<file path="config.mk">
export PLATFORM = sky130hd
export DESIGN_NAME = udp_rx_dispatch
export DESIGN_NICKNAME = d
export VERILOG_FILES = /design/src/rtl/udp_rx_dispatch_pkg.sv /design/src/rtl/udp_sat_cnt.sv /design/src/rtl/udp_rx_dispatch.sv
export SDC_FILE = /design/constraint.sdc
export NUM_CORES = 1
export LEC_CHECK = 0
export BUFFER_PORTS_ARGS = -buffer_cell sky130_fd_sc_hd__buf_2
export CAP_MARGIN = 20
export CORE_UTILIZATION = 49
export CTS_CLUSTER_SIZE = 10
export DETAILED_ROUTE_END_ITERATION = 10
export GPL_TIMING_DRIVEN = 0
export PLACE_DENSITY = 0.75
export SLEW_MARGIN = 15
export SYNTH_ARGS = -nofsm -noshare
export SYNTH_HDL_FRONTEND = slang
export SYNTH_SLANG_ARGS = --single-unit
export TNS_END_PERCENT = 5
</file>
<file path="constraint.sdc">
create_clock -name clk -period 6 [get_ports clk]
set_clock_uncertainty 0.2 [all_clocks]
set_input_delay 0.6 -clock clk [delete_from_list [all_inputs] [get_ports clk]]
set_output_delay 0.6 -clock clk [all_outputs]
set_load 0.005 [all_outputs]
</file>
<file path="src/rtl/udp_rx_dispatch_pkg.sv">
// Shared types and constants for the UDP RX channel dispatcher.
package udp_rx_dispatch_pkg;

  typedef enum logic [1:0] {
    IDLE  = 2'd0,
    ROUTE = 2'd1,
    DROP  = 2'd2
  } state_t;

  localparam int DROP_CNT_W = 16;
  localparam int HDR_ID_W   = 8;

endpackage

</file>
<file path="src/rtl/udp_sat_cnt.sv">
// Saturating up-counter with synchronous clear; holds at all-ones.
module udp_sat_cnt #(
  parameter int W = 16
) (
  input  logic         clk,
  input  logic         rstn,
  input  logic         clr,
  input  logic         inc,
  output logic [W-1:0] q
);

  always_ff @(posedge clk or negedge rstn) begin
    if (!rstn) begin
      q <= '0;
    end else if (clr) begin
      q <= '0;
    end else if (inc && (q != '1)) begin
      q <= q + W'(1);
    end
  end

endmodule

</file>
<file path="src/rtl/udp_rx_dispatch.sv">
// Routes a UDP payload stream to one of N_CH channels selected by the first byte.
// Optional idle watchdog enabled by defining UDP_RX_DISPATCH_TIMEOUT_EN.
module udp_rx_dispatch
  import udp_rx_dispatch_pkg::*;
#(
  parameter int N_CH    = 4,
  parameter int MAX_LEN = 64,
  parameter int TIMEOUT = 1024
) (
  input  logic                  clk,
  input  logic                  rstn,
  input  logic                  valid,
  input  logic                  rx_end,
  input  logic [HDR_ID_W-1:0]   i_data,
  output logic [N_CH-1:0]       ch_valid,
  output logic [N_CH-1:0]       ch_rx_end,
  output logic [7:0]            ch_data,
  output logic                  busy,
  output logic                  err_id,
  output logic                  err_ovf,
  output logic                  err_timeout,
  output logic [DROP_CNT_W-1:0] drop_cnt,
  output state_t                state_dbg
);

  // Input handshake: a byte is taken on every cycle valid=1 (no backpressure);
  // rx_end is a single-cycle strobe that may share a cycle with the last byte.

  localparam int CH_W  = (N_CH > 1) ? $clog2(N_CH) : 1;
  localparam int LEN_W = $clog2(MAX_LEN + 1);

  state_t          state, state_n;
  logic [CH_W-1:0] sel, sel_n;
  logic [LEN_W-1:0] len, len_n;
  logic            ovf, ovf_n;
  logic [N_CH-1:0] ch_valid_n, ch_rx_end_n;
  logic [7:0]      ch_data_n;
  logic            err_id_n, err_ovf_n, drop_inc;
  logic            id_ok;
  logic            wd_expire;

  assign id_ok     = (i_data < HDR_ID_W'(N_CH));
  assign state_dbg = state;

`ifdef UDP_RX_DISPATCH_TIMEOUT_EN
  localparam int WD_W = $clog2(TIMEOUT + 1);

  logic [WD_W-1:0] wd_cnt;
  logic            wd_idle;

  // Any input activity restarts the count, so an input event always beats expiry.
  assign wd_idle   = (state != IDLE) && !valid && !rx_end;
  assign wd_expire = wd_idle && (wd_cnt == WD_W'(TIMEOUT - 1));

  udp_sat_cnt #(.W(WD_W)) u_wd_cnt (
    .clk  (clk),
    .rstn (rstn),
    .clr  (!wd_idle || wd_expire),
    .inc  (wd_idle),
    .q    (wd_cnt)
  );

  always_ff @(posedge clk or negedge rstn) begin
    if (!rstn) err_timeout <= 1'b0;
    else       err_timeout <= wd_expire;
  end
`else
  logic unused_timeout;
  assign unused_timeout = ^32'(TIMEOUT);
  assign wd_expire      = 1'b0;
  assign err_timeout    = 1'b0;
`endif

  always_comb begin
    state_n     = state;
    sel_n       = sel;
    len_n       = len;
    ovf_n       = ovf;
    ch_valid_n  = '0;
    ch_rx_end_n = '0;
    ch_data_n   = ch_data;
    err_id_n    = 1'b0;
    err_ovf_n   = 1'b0;
    drop_inc    = 1'b0;
    case (state)
      IDLE: begin
        if (valid) begin
          if (id_ok) begin
            if (rx_end) begin
              ch_rx_end_n = N_CH'(1) << i_data[CH_W-1:0];
            end else begin
              sel_n   = i_data[CH_W-1:0];
              len_n   = '0;
              state_n = ROUTE;
            end
          end else begin
            err_id_n = 1'b1;
            drop_inc = 1'b1;
            if (!rx_end) state_n = DROP;
          end
        end
      end
      ROUTE: begin
        if (valid) begin
          if (len < LEN_W'(MAX_LEN)) begin
            ch_valid_n = N_CH'(1) << sel;
            ch_data_n  = i_data;
            len_n      = len + LEN_W'(1);
          end else begin
            ovf_n = 1'b1;
          end
        end
        // rx_end is forwarded even after overflow so the reader's pointer resyncs.
        if (rx_end) begin
          ch_rx_end_n = N_CH'(1) << sel;
          state_n     = IDLE;
          ovf_n       = 1'b0;
          if (ovf || (valid && (len == LEN_W'(MAX_LEN)))) begin
            err_ovf_n = 1'b1;
            drop_inc  = 1'b1;
          end
        end else if (wd_expire) begin
          ch_rx_end_n = N_CH'(1) << sel;
          state_n     = IDLE;
          ovf_n       = 1'b0;
        end
      end
      DROP: begin
        if (rx_end || wd_expire) state_n = IDLE;
      end
      default: state_n = IDLE;
    endcase
  end

  always_ff @(posedge clk or negedge rstn) begin
    if (!rstn) begin
      state     <= IDLE;
      sel       <= '0;
      len       <= '0;
      ovf       <= 1'b0;
      ch_valid  <= '0;
      ch_rx_end <= '0;
      ch_data   <= '0;
      busy      <= 1'b0;
      err_id    <= 1'b0;
      err_ovf   <= 1'b0;
    end else begin
      state     <= state_n;
      sel       <= sel_n;
      len       <= len_n;
      ovf       <= ovf_n;
      ch_valid  <= ch_valid_n;
      ch_rx_end <= ch_rx_end_n;
      ch_data   <= ch_data_n;
      busy      <= (state_n != IDLE);
      err_id    <= err_id_n;
      err_ovf   <= err_ovf_n;
    end
  end

  udp_sat_cnt #(.W(DROP_CNT_W)) u_drop_cnt (
    .clk  (clk),
    .rstn (rstn),
    .clr  (1'b0),
    .inc  (drop_inc),
    .q    (drop_cnt)
  );

endmodule

</file>
==> metrics.txt, run 1 <==
# TYPE chip_impl_metric gauge
chip_impl_metric{name="yosys.area_share.adder",unit="%"} 3.44
chip_impl_metric{name="tritoncts.num_buffers",unit=""} 5
chip_impl_metric{name="number_of_primary_i_o_pins",unit=""} 50
chip_impl_metric{name="antenna_cells",unit=""} 0
chip_impl_metric{name="final.min_clock_period",unit="ns"} 2.60
chip_impl_metric{name="number_of_global_route_vias_before_repair",unit=""} 1522
chip_impl_metric{name="timing.final.hold_violations",unit=""} 0
chip_impl_metric{name="synth_cell_type_count",unit=""} 36
chip_impl_metric{name="final_cell_count_without_fillers",unit=""} 310
chip_impl_metric{name="detailedPlacementHpwl",unit="um"} 2960
chip_impl_metric{name="tightest_slew",unit="ns"} 0.518
chip_impl_metric{name="maxClockFrequency",unit="MHz"} 385
chip_impl_metric{name="detail_route.wl_per_cell",unit="um"} 13.2
chip_impl_metric{name="postCtsSetupRepairBufs",unit=""} 0
chip_impl_metric{name="post_cts_repair_resize_count",unit=""} 0
chip_impl_metric{name="setup_viol",unit=""} 0
chip_impl_metric{name="synth_compound_gate_area_share",unit="%"} 6.54
chip_impl_metric{name="stdcell_area",unit="um2"} 2600
chip_impl_metric{name="cp_data_arrival_time",unit="ns"} 2.58
chip_impl_metric{name="max-slew-margin-rel",unit="%"} 65.2
chip_impl_metric{name="dp_cells",unit=""} 301
chip_impl_metric{name="final_core_density",unit="%"} 62.8
chip_impl_metric{name="detailroute.via_count",unit=""} 1656
chip_impl_metric{name="number_of_antenna_violations_at_the_first_check_in_global_routing",unit=""} 0
chip_impl_metric{name="avgSynthCellArea",unit="um2"} 10.7
chip_impl_metric{name="grt_max_degree",unit=""} 48
chip_impl_metric{name="proportion_of_layout_cells_with_a_drive_suffix_above_1",unit="%"} 28.1
chip_impl_metric{name="cts-hold-fix-buffers",unit=""} 0
chip_impl_metric{name="clkLatencyLatePin",unit="ns"} 0.29
chip_impl_metric{name="effective_utilization_at_floorplan",unit="%"} 52.6
chip_impl_info{name="regToRegStartpoint",value="state_dbg[1]$_DFF_PN0_"} 1
chip_impl_metric{name="drt_wl_total",unit="um"} 4100
chip_impl_info{name="tritoncts",value="yes"} 1
chip_impl_metric{name="syn_nets",unit=""} 221
chip_impl_metric{name="final_antenna_net_count",unit=""} 0
chip_impl_metric{name="design.final.nets",unit=""} 277
chip_impl_metric{name="placedInstanceArea",unit="um2"} 2480
chip_impl_metric{name="grt_overflow",unit=""} 0
chip_impl_metric{name="synthSimpleGateAreaFrac",unit="%"} 21.1
chip_impl_metric{name="post_synth_inst_count",unit=""} 203
chip_impl_metric{name="reported_max_cap_violation_count",unit=""} 0
chip_impl_metric{name="synth-warning-count",unit=""} 0
chip_impl_metric{name="initialDrtViolationCount",unit=""} 69
chip_impl_metric{name="cp_data_required_time",unit="ns"} 5.98
chip_impl_metric{name="die_area",unit="um2"} 4720
chip_impl_metric{name="count_of_pins_over_their_slew_limit",unit=""} 0
chip_impl_metric{name="synth_xor_area_share",unit="%"} 4.82
chip_impl_info{name="combinational_family_with_the_most_area_after_synthesis",value="simple AND/OR/NAND/NOR gates"} 1
chip_impl_info{name="startpoint",value="state_dbg[1]$_DFF_PN0_"} 1
chip_impl_metric{name="p_leak",unit="nW"} 1.27
chip_impl_metric{name="vdd_drop_max",unit="V"} 0.000179
chip_impl_metric{name="finalCritPeriodShare",unit="%"} 43.3
chip_impl_metric{name="mappedNetlistArea",unit="um2"} 2180
chip_impl_metric{name="std_cell_rows",unit=""} 23
chip_impl_metric{name="synth_edf_count",unit=""} 0
chip_impl_metric{name="dieWidth",unit="um"} 68.7
chip_impl_metric{name="max-clock-path-buffers",unit=""} 2
chip_impl_info{name="grt_setup_unrepaired",value="false"} 1
chip_impl_metric{name="core_region_area",unit="um2"} 4140
chip_impl_info{name="netlist.top_cell.by_area",value="dfrtp_1"} 1
chip_impl_info{name="cts.root.buffer_cell",value="clkbuf_8"} 1
chip_impl_info{name="outcome",value="completed"} 1
chip_impl_info{name="netlist_top_cells_area",value="dfrtp_1 54%, mux2_2 6.7%, xnor2_1 4.8%"} 1
chip_impl_metric{name="synth_async_sr_flop_share",unit="%"} 100
chip_impl_metric{name="routed_via_density",unit=""} 5.34
chip_impl_metric{name="sinks_on_clock_net",unit=""} 47
chip_impl_metric{name="dieHeight",unit="um"} 68.7
chip_impl_metric{name="synthMuxAreaShare",unit="%"} 7.18
chip_impl_metric{name="place_congestion",unit=""} 0.823
chip_impl_info{name="criticalPathCategory",value="reg2reg"} 1
chip_impl_metric{name="cp_max_fo",unit=""} 10
chip_impl_info{name="ys_dominant_reg_cell",value="dfrtp_1"} 1
chip_impl_metric{name="ys_seq_elements",unit=""} 47
chip_impl_metric{name="post-route-drc-count",unit=""} 0
chip_impl_metric{name="h-tree-depth",unit=""} 2
chip_impl_metric{name="netlist.area_leader.share",unit="%"} 54.0
chip_impl_metric{name="fin_tns_setup",unit="ns"} 0
chip_impl_info{name="critPathLaunchType",value="flop"} 1
chip_impl_info{name="min_delay_path_class",value="in2async"} 1
chip_impl_metric{name="synth_sequential_area_ratio",unit="%"} 54.0
chip_impl_metric{name="path_clk_slew",unit="ns"} 0.08
chip_impl_metric{name="combined_global_route_utilization_of_all_metal_layers",unit="%"} 19.5
chip_impl_metric{name="layout-area-overhead-vs-synth",unit="%"} 19.4
chip_impl_metric{name="grt_first_pass_wirelength",unit="um"} 6730
chip_impl_metric{name="detail_route.first_pass.iterations",unit=""} 4
chip_impl_info{name="setup.worst_path.end_class",value="flop"} 1
chip_impl_metric{name="portBuffers",unit=""} 48
chip_impl_metric{name="p_per_area",unit="nW/um2"} 294
==> cells by family after synthesis <==
| group | count (synthesis) |
|---|---|
| flops | 47 |
| xor+xnor | 12 |
| mux | 14 |
| compound gates | 20 |
| buf+inv | 15 |
| other cells | 1 |
| simple gates | 88 |
| fa+ha+maj | 6 |
==> metrics by stage <==
stage / hold slack [ns] / power [mW] / setup slack (ns)
2_1_floorplan: 0.104 / 0.494 / 3.59
3_3_place_gp: 0.277 / 0.560 / 3.38
3_5_place_dp: 0.288 / 0.568 / 3.35
4_1_cts: 0.306 / 0.773 / 3.41
5_1_grt: 0.0400 / 0.816 / 3.17
6_report: 0.0251 / 0.765 / 3.40
==> cells in the mapped netlist (all sizes together) (3+ instances only) <==
cell and count:
nand3 15, dfrtp 47, inv 8, xnor2 12, o22ai 3, clkbuf 5
ha 6, nand4 7, nand3b 4, nor3 6, a31oi 3, nor2 12
mux2 13, nand2b 6, nand2 25, o21ai 5, and3 3
==> worst paths after layout <==
| path | end | slack, ns | cells after the start |
|---|---|---|---|
| min in group clk | u_drop_cnt.q[9]$_DFFE_PN0P_ | 0.30 | 1 |
| min reg2reg | u_drop_cnt.q[9]$_DFFE_PN0P_ | 0.30 | 1 |
| max in group asynchronous | ch_valid[1]$_DFF_PN0_ | 5.09 | 2 |
| max reg2reg | u_drop_cnt.q[8]$_DFFE_PN0P_ | 3.40 | 8 |
| min | ch_data[0]$_DFFE_PN0P_ | 0.03 | 1 |
| max | u_drop_cnt.q[8]$_DFFE_PN0P_ | 3.40 | 8 |
==> per-layer routing <==
layer	routed length, um	GRT usage (%)	part of all wire [%]
met5	0	0	0
met4	46	6.63	1.1
met3	167	5.10	4.1
met2	2000	33.0	49
met1	1890	24.2	46
==> state kept, by name, indices dropped and copies added, names as in the netlist <==
| signal | cells |
|---|---|
| busy | 1 |
| ch_data | 8 |
| ch_rx_end | 4 |
| ch_valid | 4 |
| err_id | 1 |
| err_ovf | 1 |
| len | 7 |
| ovf | 1 |
| sel | 2 |
| state_dbg | 2 |
| u_drop_cnt.q | 16 |
==> critical path, stage by stage, from the launching register on <==
cell	delay [ns]
dfrtp_1	0.42
inv_1	0.11
ha_1	0.15
clkbuf_1	0.25
nand2_1	0.21
o22ai_1	0.44
clkbuf_1	0.37
nand4_1	0.18
xnor2_1	0.16
==> layout by cell type, fill, tap and decap left out, types with 7 or more instances in the layout <==
cell	n
clkbuf_8	7
nand2_1	25
mux2_2	13
nand4_1	7
nand3_1	15
inv_1	8
buf_2	48
xnor2_1	12
dfrtp_1	47
nor2_1	12
==> cell type report <==
class	instances	area (um2)
inverters	8	30.0
repair buffers	49	260
flip-flops and latches	47	1180
fillers	370	1540
plain buffers	7	30.0
multi-input cells	141	943
clock buffers	8	100
well taps	50	62.6
==> report_power, final <==
| part | switching [mW] | internal (mW) |
|---|---|---|
| clock network | 0.0986 | 0.105 |
| logic | 0.0876 | 0.0835 |
| registers | 0.0327 | 0.357 |
Power figures use the tool's default switching activity.
==> inputs of run 2 (changes only) <==
CORE_UTILIZATION = 48   (was 49)
PLACE_DENSITY = 0.76   (was 0.75)
clock period = 2.3 ns   (was 6 ns; I/O delays follow)
==> metrics.txt, run 2 (synthesized netlist as in run 1, its figures left out) <==
# TYPE chip_impl_metric gauge
chip_impl_metric{name="initialDrtViolationCount",unit=""} 59
chip_impl_metric{name="effective_utilization_at_floorplan",unit="%"} 50.1
chip_impl_metric{name="detailedPlacementHpwl",unit="um"} 3010
chip_impl_info{name="critical_path.cell_chain",value="inv_1, ha_1, clkbuf_1, nand3b_1, buf_1, mux2_2"} 1
chip_impl_metric{name="timing.final.hold_violations",unit=""} 0
chip_impl_metric{name="share_clk_of_total_power",unit="%"} 24.1
chip_impl_metric{name="cp_max_fo",unit=""} 10
chip_impl_metric{name="number_of_global_route_vias_before_repair",unit=""} 1613
chip_impl_metric{name="p_comb_share",unit="%"} 24.2
chip_impl_metric{name="die_area",unit="um2"} 4810
chip_impl_metric{name="largest_register_ffs",unit=""} 16
chip_impl_metric{name="path_clk_slew",unit="ns"} 0.08
chip_impl_metric{name="grt_overflow",unit=""} 0
chip_impl_metric{name="cp_data_required_time",unit="ns"} 2.29
chip_impl_info{name="critPathTopFamily",value="buffers and inverters"} 1
chip_impl_metric{name="count_of_pins_over_their_slew_limit",unit=""} 0
chip_impl_metric{name="detailroute.via_count",unit=""} 1717
chip_impl_metric{name="combined_global_route_utilization_of_all_metal_layers",unit="%"} 18.8
chip_impl_metric{name="std_cell_rows",unit=""} 24
chip_impl_metric{name="reported_max_cap_violation_count",unit=""} 0
chip_impl_metric{name="tritoncts.num_buffers",unit=""} 5
chip_impl_info{name="reg.largest.list",value="u_drop_cnt.q x16, ch_data x8, len x7"} 1
chip_impl_info{name="layout.cells.most_common_list",value="47 x dfrtp_1, 47 x buf_2, 24 x nand2_1"} 1
chip_impl_metric{name="number_of_primary_i_o_pins",unit=""} 50
chip_impl_metric{name="sinks_on_clock_net",unit=""} 47
chip_impl_info{name="outcome",value="completed"} 1
chip_impl_metric{name="maxClockFrequency",unit="MHz"} 450
chip_impl_metric{name="tightest_slew",unit="ns"} 0.573
chip_impl_metric{name="detail_route.wl_per_cell",unit="um"} 13.3
chip_impl_metric{name="finalCritPeriodShare",unit="%"} 96.7
chip_impl_metric{name="layout-area-overhead-vs-synth",unit="%"} 23.5
chip_impl_info{name="setup.worst_path.end_class",value="flop"} 1
chip_impl_metric{name="h-tree-depth",unit=""} 2
chip_impl_metric{name="grt_max_degree",unit=""} 48
chip_impl_metric{name="dieWidth",unit="um"} 69.4
chip_impl_metric{name="dieHeight",unit="um"} 69.4
chip_impl_info{name="tritoncts",value="yes"} 1
chip_impl_metric{name="proportion_of_layout_cells_with_a_drive_suffix_above_1",unit="%"} 29.4
chip_impl_metric{name="clkLatencyLatePin",unit="ns"} 0.30
chip_impl_metric{name="routed_via_density",unit=""} 5.35
chip_impl_info{name="crit_slowest_cell",value="buf_1"} 1
chip_impl_metric{name="cp_data_arrival_time",unit="ns"} 2.21
chip_impl_metric{name="max-slew-margin-rel",unit="%"} 61.8
chip_impl_metric{name="setup_viol",unit=""} 0
chip_impl_metric{name="place_congestion",unit=""} 0.748
chip_impl_metric{name="intPower",unit="mW"} 1.38
chip_impl_metric{name="p_leak",unit="nW"} 1.31
chip_impl_metric{name="p_per_area",unit="nW/um2"} 736
chip_impl_metric{name="portBuffers",unit=""} 48
chip_impl_metric{name="p_sw",unit="mW"} 0.598
chip_impl_metric{name="cp_slowest_stage_delay",unit="ns"} 0.46
chip_impl_info{name="criticalPathCategory",value="reg2reg"} 1
chip_impl_metric{name="max-clock-path-buffers",unit=""} 2
chip_impl_metric{name="post-route-drc-count",unit=""} 0
chip_impl_info{name="critPathLaunchType",value="flop"} 1
chip_impl_metric{name="antenna_cells",unit=""} 0
chip_impl_metric{name="fin_tns_setup",unit="ns"} 0
chip_impl_metric{name="drt_wl_total",unit="um"} 4270
chip_impl_metric{name="design.final.nets",unit=""} 286
chip_impl_metric{name="critical_path_buf_inv_count",unit=""} 3
chip_impl_metric{name="number_of_antenna_violations_at_the_first_check_in_global_routing",unit=""} 0
chip_impl_metric{name="grt_first_pass_wirelength",unit="um"} 7220
chip_impl_metric{name="swShare",unit="%"} 30.2
chip_impl_metric{name="detail_route.first_pass.iterations",unit=""} 4
chip_impl_info{name="min_delay_path_class",value="in2reg"} 1
chip_impl_metric{name="final_antenna_net_count",unit=""} 0
chip_impl_metric{name="power_frac_seq",unit="%"} 51.7
chip_impl_metric{name="vdd_drop_max",unit="V"} 0.000427
chip_impl_metric{name="core_region_area",unit="um2"} 4350
chip_impl_metric{name="final.min_clock_period",unit="ns"} 2.22
chip_impl_info{name="largest-register",value="u_drop_cnt.q"} 1
chip_impl_metric{name="final_core_density",unit="%"} 61.8
chip_impl_info{name="cts.root.buffer_cell",value="clkbuf_8"} 1
[run 2: cell types whose count changed in the layout (fill, tap and decap cells not counted)]
cell / previous run / this run
dlygate4sd3_1: 0 / 8
buf_2: 48 / 47
buf_12: 1 / 0
buf_4: 1 / 5
nand2_1: 25 / 24
clkbuf_8: 7 / 5
nor4bb_1: 1 / 0
clkbuf_1: 6 / 4
nand2_2: 0 / 1
nor4bb_2: 0 / 1
o22ai_1: 3 / 2
clkinv_2: 0 / 3
o22ai_4: 0 / 1
[run 2: final cells by class]
cell class,count,area (um2)
plain buffers,7,33.8
clock buffers,5,68.8
clock inverters,3,15.0
fillers,355,1660
inverters,8,30.0
multi-input cells,141,966
flip-flops and latches,47,1180
well taps,52,65.1
repair buffers,58,338
[run 2: power groups by stage]
stage / sequential [mW] / clock [mW] / combinational, mW
after floorplan: 1.04 / 0 / 0.253
after global placement: 1.03 / 0 / 0.429
after detailed placement: 1.04 / 0 / 0.448
after CTS: 1.02 / 0.490 / 0.469
after global routing: 1.04 / 0.536 / 0.536
final: 1.02 / 0.477 / 0.479
[run 2: final timing paths]
path	start	to	slack [ns]	cells past startpoint
hold reg to reg	u_drop_cnt.q[6]$_DFFE_PN0P_	u_drop_cnt.q[6]$_DFFE_PN0P_	0.29	1
min in group asynchronous	rstn	u_drop_cnt.q[2]$_DFFE_PN0P_	0.27	2
max in group asynchronous	rstn	u_drop_cnt.q[13]$_DFFE_PN0P_	1.25	2
setup / recovery	state_dbg[1]$_DFF_PN0_	ch_data[5]$_DFFE_PN0P_	0.08	6
setup reg to reg	state_dbg[1]$_DFF_PN0_	ch_data[5]$_DFFE_PN0P_	0.08	6
hold / removal	i_data[3]	ch_data[3]$_DFFE_PN0P_	0.02	2
[run 2: stage by stage]
step | hold WS (ns) | cells | setup WS, ns | instance area (um2) | total power, mW
4_1_cts | 0.0170 | 319 | 0.00250 | 2660 | 1.98
3_5_place_dp | 0.261 | 303 | -0.304 | 2480 | 1.49
2_1_floorplan | -0.266 | 203 | 0.137 | 2180 | 1.29
5_1_grt | 0.0130 | 321 | -0.00109 | 2690 | 2.11
6_report | 0.0187 | 321 | 0.0765 | 2690 | 1.98
3_3_place_gp | 0.253 | 303 | -0.254 | 2480 | 1.46
[run 2: what timing repair did]
item / CTS / global route
hold buffers: 8 / 0
gates resized for setup: 3 / 5
setup endpoints to repair: 13 / 10
buffers inserted: 0 / 2
endpoints found under the hold margin: 55 / 0
pin swaps: 0 / 2
[run 2: worst register-to-register path: cells and delay by family (launching register included)]
kind          cells  cell delay (ns)
fa+ha+maj         1             0.18
buf+inv           3             0.74
flops             1             0.39
mux               1             0.40
simple gates      1             0.19
[run 2: layer usage]
metal | part of all wire, % | GRT usage [%] | vias up
met1 | 45 | 23.2 | 823
met3 | 4.7 | 5.38 | 6
li1 | - | - | 846
met2 | 49 | 31.0 | 42
met5 | 0 | 0 | -
met4 | 1.4 | 7.26 | 0
==> inputs of run 3 (changes only) <==
CORE_UTILIZATION = 49   (was 48)
PLACE_DENSITY = 0.77   (was 0.76)
SYNTH_HIERARCHICAL = 1   (was default)
==> metrics.txt, run 3 <==
# TYPE chip_impl_metric gauge
chip_impl_info{name="outcome",value="complete, but fails checks"} 1
chip_impl_info{name="failed_checks",value="design-rule violations, negative setup slack"} 1
chip_impl_info{name="regToRegStartpoint",value="len[0]$_DFFE_PN0P_"} 1
chip_impl_metric{name="number_of_global_route_vias_before_repair",unit=""} 1889
chip_impl_metric{name="combined_global_route_utilization_of_all_metal_layers",unit="%"} 22.5
chip_impl_metric{name="max-clock-path-buffers",unit=""} 2
chip_impl_metric{name="netlist.area_leader.share",unit="%"} 50.2
chip_impl_metric{name="tightest_slew",unit="ns"} 0.904
chip_impl_metric{name="max-slew-margin-rel",unit="%"} 39.2
chip_impl_metric{name="initialDrtViolationCount",unit=""} 157
chip_impl_info{name="setup.worst_path.end_class",value="flop"} 1
chip_impl_info{name="startpoint",value="len[0]$_DFFE_PN0P_"} 1
chip_impl_metric{name="post_synth_inst_count",unit=""} 228
chip_impl_metric{name="fillCellCount",unit=""} 320
chip_impl_metric{name="critical_path_buf_inv_count",unit=""} 10
chip_impl_metric{name="synth_compound_gate_area_share",unit="%"} 13.9
chip_impl_metric{name="count_of_pins_over_their_slew_limit",unit=""} 0
chip_impl_metric{name="detail_route.wl_per_cell",unit="um"} 15.0
chip_impl_metric{name="timing.final.hold_violations",unit=""} 0
chip_impl_metric{name="h-tree-depth",unit=""} 2
chip_impl_metric{name="synth-warning-count",unit=""} 6
chip_impl_info{name="critical_path.cell_chain",value="inv_2, ha_4, nor4b_4, a31oi_4, buf_6, buf_4, buf_4, buf_4, buf_4, buf_4, buf_4, buf_4, buf_4, nor2_1"} 1
chip_impl_metric{name="detailedPlacementHpwl",unit="um"} 3420
chip_impl_metric{name="finalCritPeriodShare",unit="%"} 108
chip_impl_metric{name="yosys.area_share.adder",unit="%"} 3.21
chip_impl_info{name="ys_dominant_reg_cell",value="dfrtp_1"} 1
chip_impl_metric{name="seqCellArea",unit="um2"} 1180
chip_impl_metric{name="number_of_primary_i_o_pins",unit=""} 50
chip_impl_metric{name="die_area",unit="um2"} 5060
chip_impl_info{name="netlist.top_cell.by_area",value="dfrtp_1"} 1
chip_impl_metric{name="grt_overflow",unit=""} 0
chip_impl_metric{name="std_cell_rows",unit=""} 24
chip_impl_metric{name="post-route-drc-count",unit=""} 4
chip_impl_info{name="criticalPathCategory",value="reg2reg"} 1
chip_impl_metric{name="path_clk_slew",unit="ns"} 0.09
chip_impl_metric{name="placement.setup.worst_slack",unit="ns"} -0.398
chip_impl_metric{name="effective_utilization_at_floorplan",unit="%"} 52.3
chip_impl_info{name="cts.root.buffer_cell",value="clkbuf_8"} 1
chip_impl_metric{name="dieHeight",unit="um"} 71.1
chip_impl_info{name="netlist_top_cells_area",value="dfrtp_1 50%, mux2_2 5.8%, ha_1 3.2%"} 1
chip_impl_metric{name="worst_hold_slack",unit="ns"} 0.0269
chip_impl_metric{name="cp_data_arrival_time",unit="ns"} 2.53
chip_impl_metric{name="portBuffers",unit=""} 48
chip_impl_info{name="largest-register",value="u_drop_cnt/q"} 1
chip_impl_info{name="layout.cells.most_common_list",value="48 x buf_2, 47 x dfrtp_1, 17 x nand2_1"} 1
chip_impl_metric{name="synth_sequential_area_ratio",unit="%"} 50.2
chip_impl_metric{name="p_leak",unit="nW"} 1.48
chip_impl_metric{name="synthMuxAreaShare",unit="%"} 6.63
chip_impl_metric{name="synthSimpleGateAreaFrac",unit="%"} 22.9
chip_impl_info{name="combinational_family_with_the_most_area_after_synthesis",value="simple AND/OR/NAND/NOR gates"} 1
chip_impl_metric{name="detailroute.via_count",unit=""} 2036
chip_impl_metric{name="detail_route.first_pass.iterations",unit=""} 8
chip_impl_metric{name="tritoncts.num_buffers",unit=""} 5
chip_impl_metric{name="p_per_area",unit="nW/um2"} 628
chip_impl_metric{name="cp_slowest_stage_delay",unit="ns"} 0.41
chip_impl_metric{name="cp_max_fo",unit=""} 2
chip_impl_info{name="crit_path_frequent_cell",value="buf_4"} 1
chip_impl_metric{name="drt_wl_total",unit="um"} 5400
chip_impl_info{name="tritoncts",value="yes"} 1
chip_impl_metric{name="grt_first_pass_wirelength",unit="um"} 8840
chip_impl_info{name="crit_slowest_cell",value="dfrtp_1"} 1
chip_impl_info{name="synthTopCellsByCount",value="47 x dfrtp_1, 19 x nand2_1, 15 x nor2_1"} 1
chip_impl_metric{name="setup_viol",unit=""} 10
chip_impl_metric{name="grt_max_degree",unit=""} 48
chip_impl_metric{name="proportion_of_layout_cells_with_a_drive_suffix_above_1",unit="%"} 35.7
chip_impl_metric{name="clkLatencyLatePin",unit="ns"} 0.30
chip_impl_metric{name="antenna_cells",unit=""} 0
chip_impl_metric{name="share_clk_of_total_power",unit="%"} 33.1
chip_impl_info{name="final_common_cell",value="buf_2"} 1
chip_impl_metric{name="design.final.nets",unit=""} 325
chip_impl_metric{name="vdd_drop_max",unit="V"} 0.000455
chip_impl_metric{name="ys_seq_elements",unit=""} 47
chip_impl_metric{name="multiInputGateArea",unit="um2"} 1220
chip_impl_metric{name="final.min_clock_period",unit="ns"} 2.49
chip_impl_metric{name="power_frac_seq",unit="%"} 46.8
chip_impl_info{name="grt_setup_unrepaired",value="true"} 1
chip_impl_metric{name="number_of_antenna_violations_at_the_first_check_in_global_routing",unit=""} 0
chip_impl_metric{name="core_region_area",unit="um2"} 4470
chip_impl_info{name="reg.largest.list",value="u_drop_cnt/q x16, ch_data x8, len x7"} 1
chip_impl_metric{name="synth_edf_count",unit=""} 0
chip_impl_metric{name="reported_max_cap_violation_count",unit=""} 0
chip_impl_metric{name="largest_register_ffs",unit=""} 16
chip_impl_metric{name="dieWidth",unit="um"} 71.1
chip_impl_info{name="critPathTopFamily",value="buffers and inverters"} 1
chip_impl_metric{name="synth_cell_type_count",unit=""} 45
chip_impl_info{name="most_used_standard_cell_by_instance_count_after_synthesis",value="dfrtp_1"} 1
chip_impl_metric{name="layout-area-overhead-vs-synth",unit="%"} 32.8
chip_impl_metric{name="p_sw",unit="mW"} 0.519
chip_impl_metric{name="synth_async_sr_flop_share",unit="%"} 100
chip_impl_info{name="critPathLaunchType",value="flop"} 1
chip_impl_metric{name="p_comb_share",unit="%"} 20.1
chip_impl_metric{name="synth_xor_area_share",unit="%"} 0
chip_impl_info{name="min_delay_path_class",value="in2reg"} 1
chip_impl_metric{name="mappedNetlistArea",unit="um2"} 2340
chip_impl_metric{name="intPower",unit="mW"} 1.43
chip_impl_metric{name="maxClockFrequency",unit="MHz"} 402
chip_impl_metric{name="place_congestion",unit=""} 0.799
chip_impl_metric{name="routed_via_density",unit=""} 5.66
chip_impl_metric{name="sinks_on_clock_net",unit=""} 47
chip_impl_metric{name="final_antenna_net_count",unit=""} 0
chip_impl_metric{name="swShare",unit="%"} 26.6
chip_impl_metric{name="setup_slack",unit="ns"} -0.186
chip_impl_info{name="hold_path.startpoint",value="i_data[3]"} 1
chip_impl_metric{name="avgSynthCellArea",unit="um2"} 10.3
chip_impl_metric{name="cp_data_required_time",unit="ns"} 2.34
## run 3: cell count changes after synthesis, sizes merged, moves of 3 or more
cell,previous run,this run
o21ai,5,10
nand4,7,3
a21oi,2,13
or4,1,7
nor3,6,9
xnor2,12,0
nor4,1,6
nor2,12,15
nand2,25,19
o31ai,0,5
nor2b,1,6
## run 3: worst paths after layout
kind	end	slack (ns)	cells past startpoint
worst max-delay path	err_ovf$_DFF_PN0_	-0.19	14
worst min-delay path	ch_data[3]$_DFFE_PN0P_	0.03	2
worst max register to register	err_ovf$_DFF_PN0_	-0.19	14
worst min register to register	ch_data[5]$_DFFE_PN0P_	0.31	1
max in group asynchronous	ch_data[0]$_DFFE_PN0P_	1.22	3
min in group asynchronous	u_drop_cnt/q[15]$_DFFE_PN0P_	0.18	2
## run 3: cell families after synthesis
family | count (synthesis)
AO/OA/AOI/OAI | 48
adder cells (fa/ha/maj) | 6
buffers and inverters | 15
flip-flops | 47
multiplexers | 14
other | 1
AND/OR/NAND/NOR | 97
## run 3: through the flow
step	std cells	utilization, %	cell area, um2	power (mW)	TNS (ns)
detailed placement	329	60.2	2690	1.26	-3.51
CTS	356	67.5	3020	1.95	-0.727
global route	360	69.5	3110	2.04	-2.27
finish	360	69.5	3110	1.95	-0.883
floorplan	229	-	2390	1.13	-0.0953
global placement	329	60.2	2690	1.25	-3.00
## run 3: cell type report
cell class,instances,area share (%)
well taps,52,2.09
clock buffers,6,2.66
clock inverters,2,1.25
repair buffers,72,14.7
plain buffers,6,1.33
multi-input cells,167,39.2
flip-flops and latches,47,37.8
inverters,8,0.966
## run 3: power by group through the flow
| stage | Sequential (mW) | Combinational, mW | Clock [mW] |
|---|---|---|---|
| after global routing | 0.921 | 0.433 | 0.690 |
| final | 0.913 | 0.393 | 0.645 |
| after detailed placement | 0.934 | 0.326 | 0 |
| after CTS | 0.913 | 0.377 | 0.663 |
| after global placement | 0.932 | 0.319 | 0 |
| after floorplan | 0.935 | 0.199 | 0 |
## run 3: repair_timing
action	CTS	global route
hold buffers	8	0
pin swaps	5	3
setup endpoints to repair	12	20
setup buffers	12	3
resized for setup	9	12
hold endpoints to repair	55	0
## run 3: per-layer routing
layer	share of wire [%]	up-vias	GRT usage (%)	wire [um]
li1	-	1000	-	-
met1	46	982	30.7	2480
met2	49	45	36.2	2640
met3	3.4	9	4.27	186
met4	1.9	0	7.56	104
met5	0	-	0	0
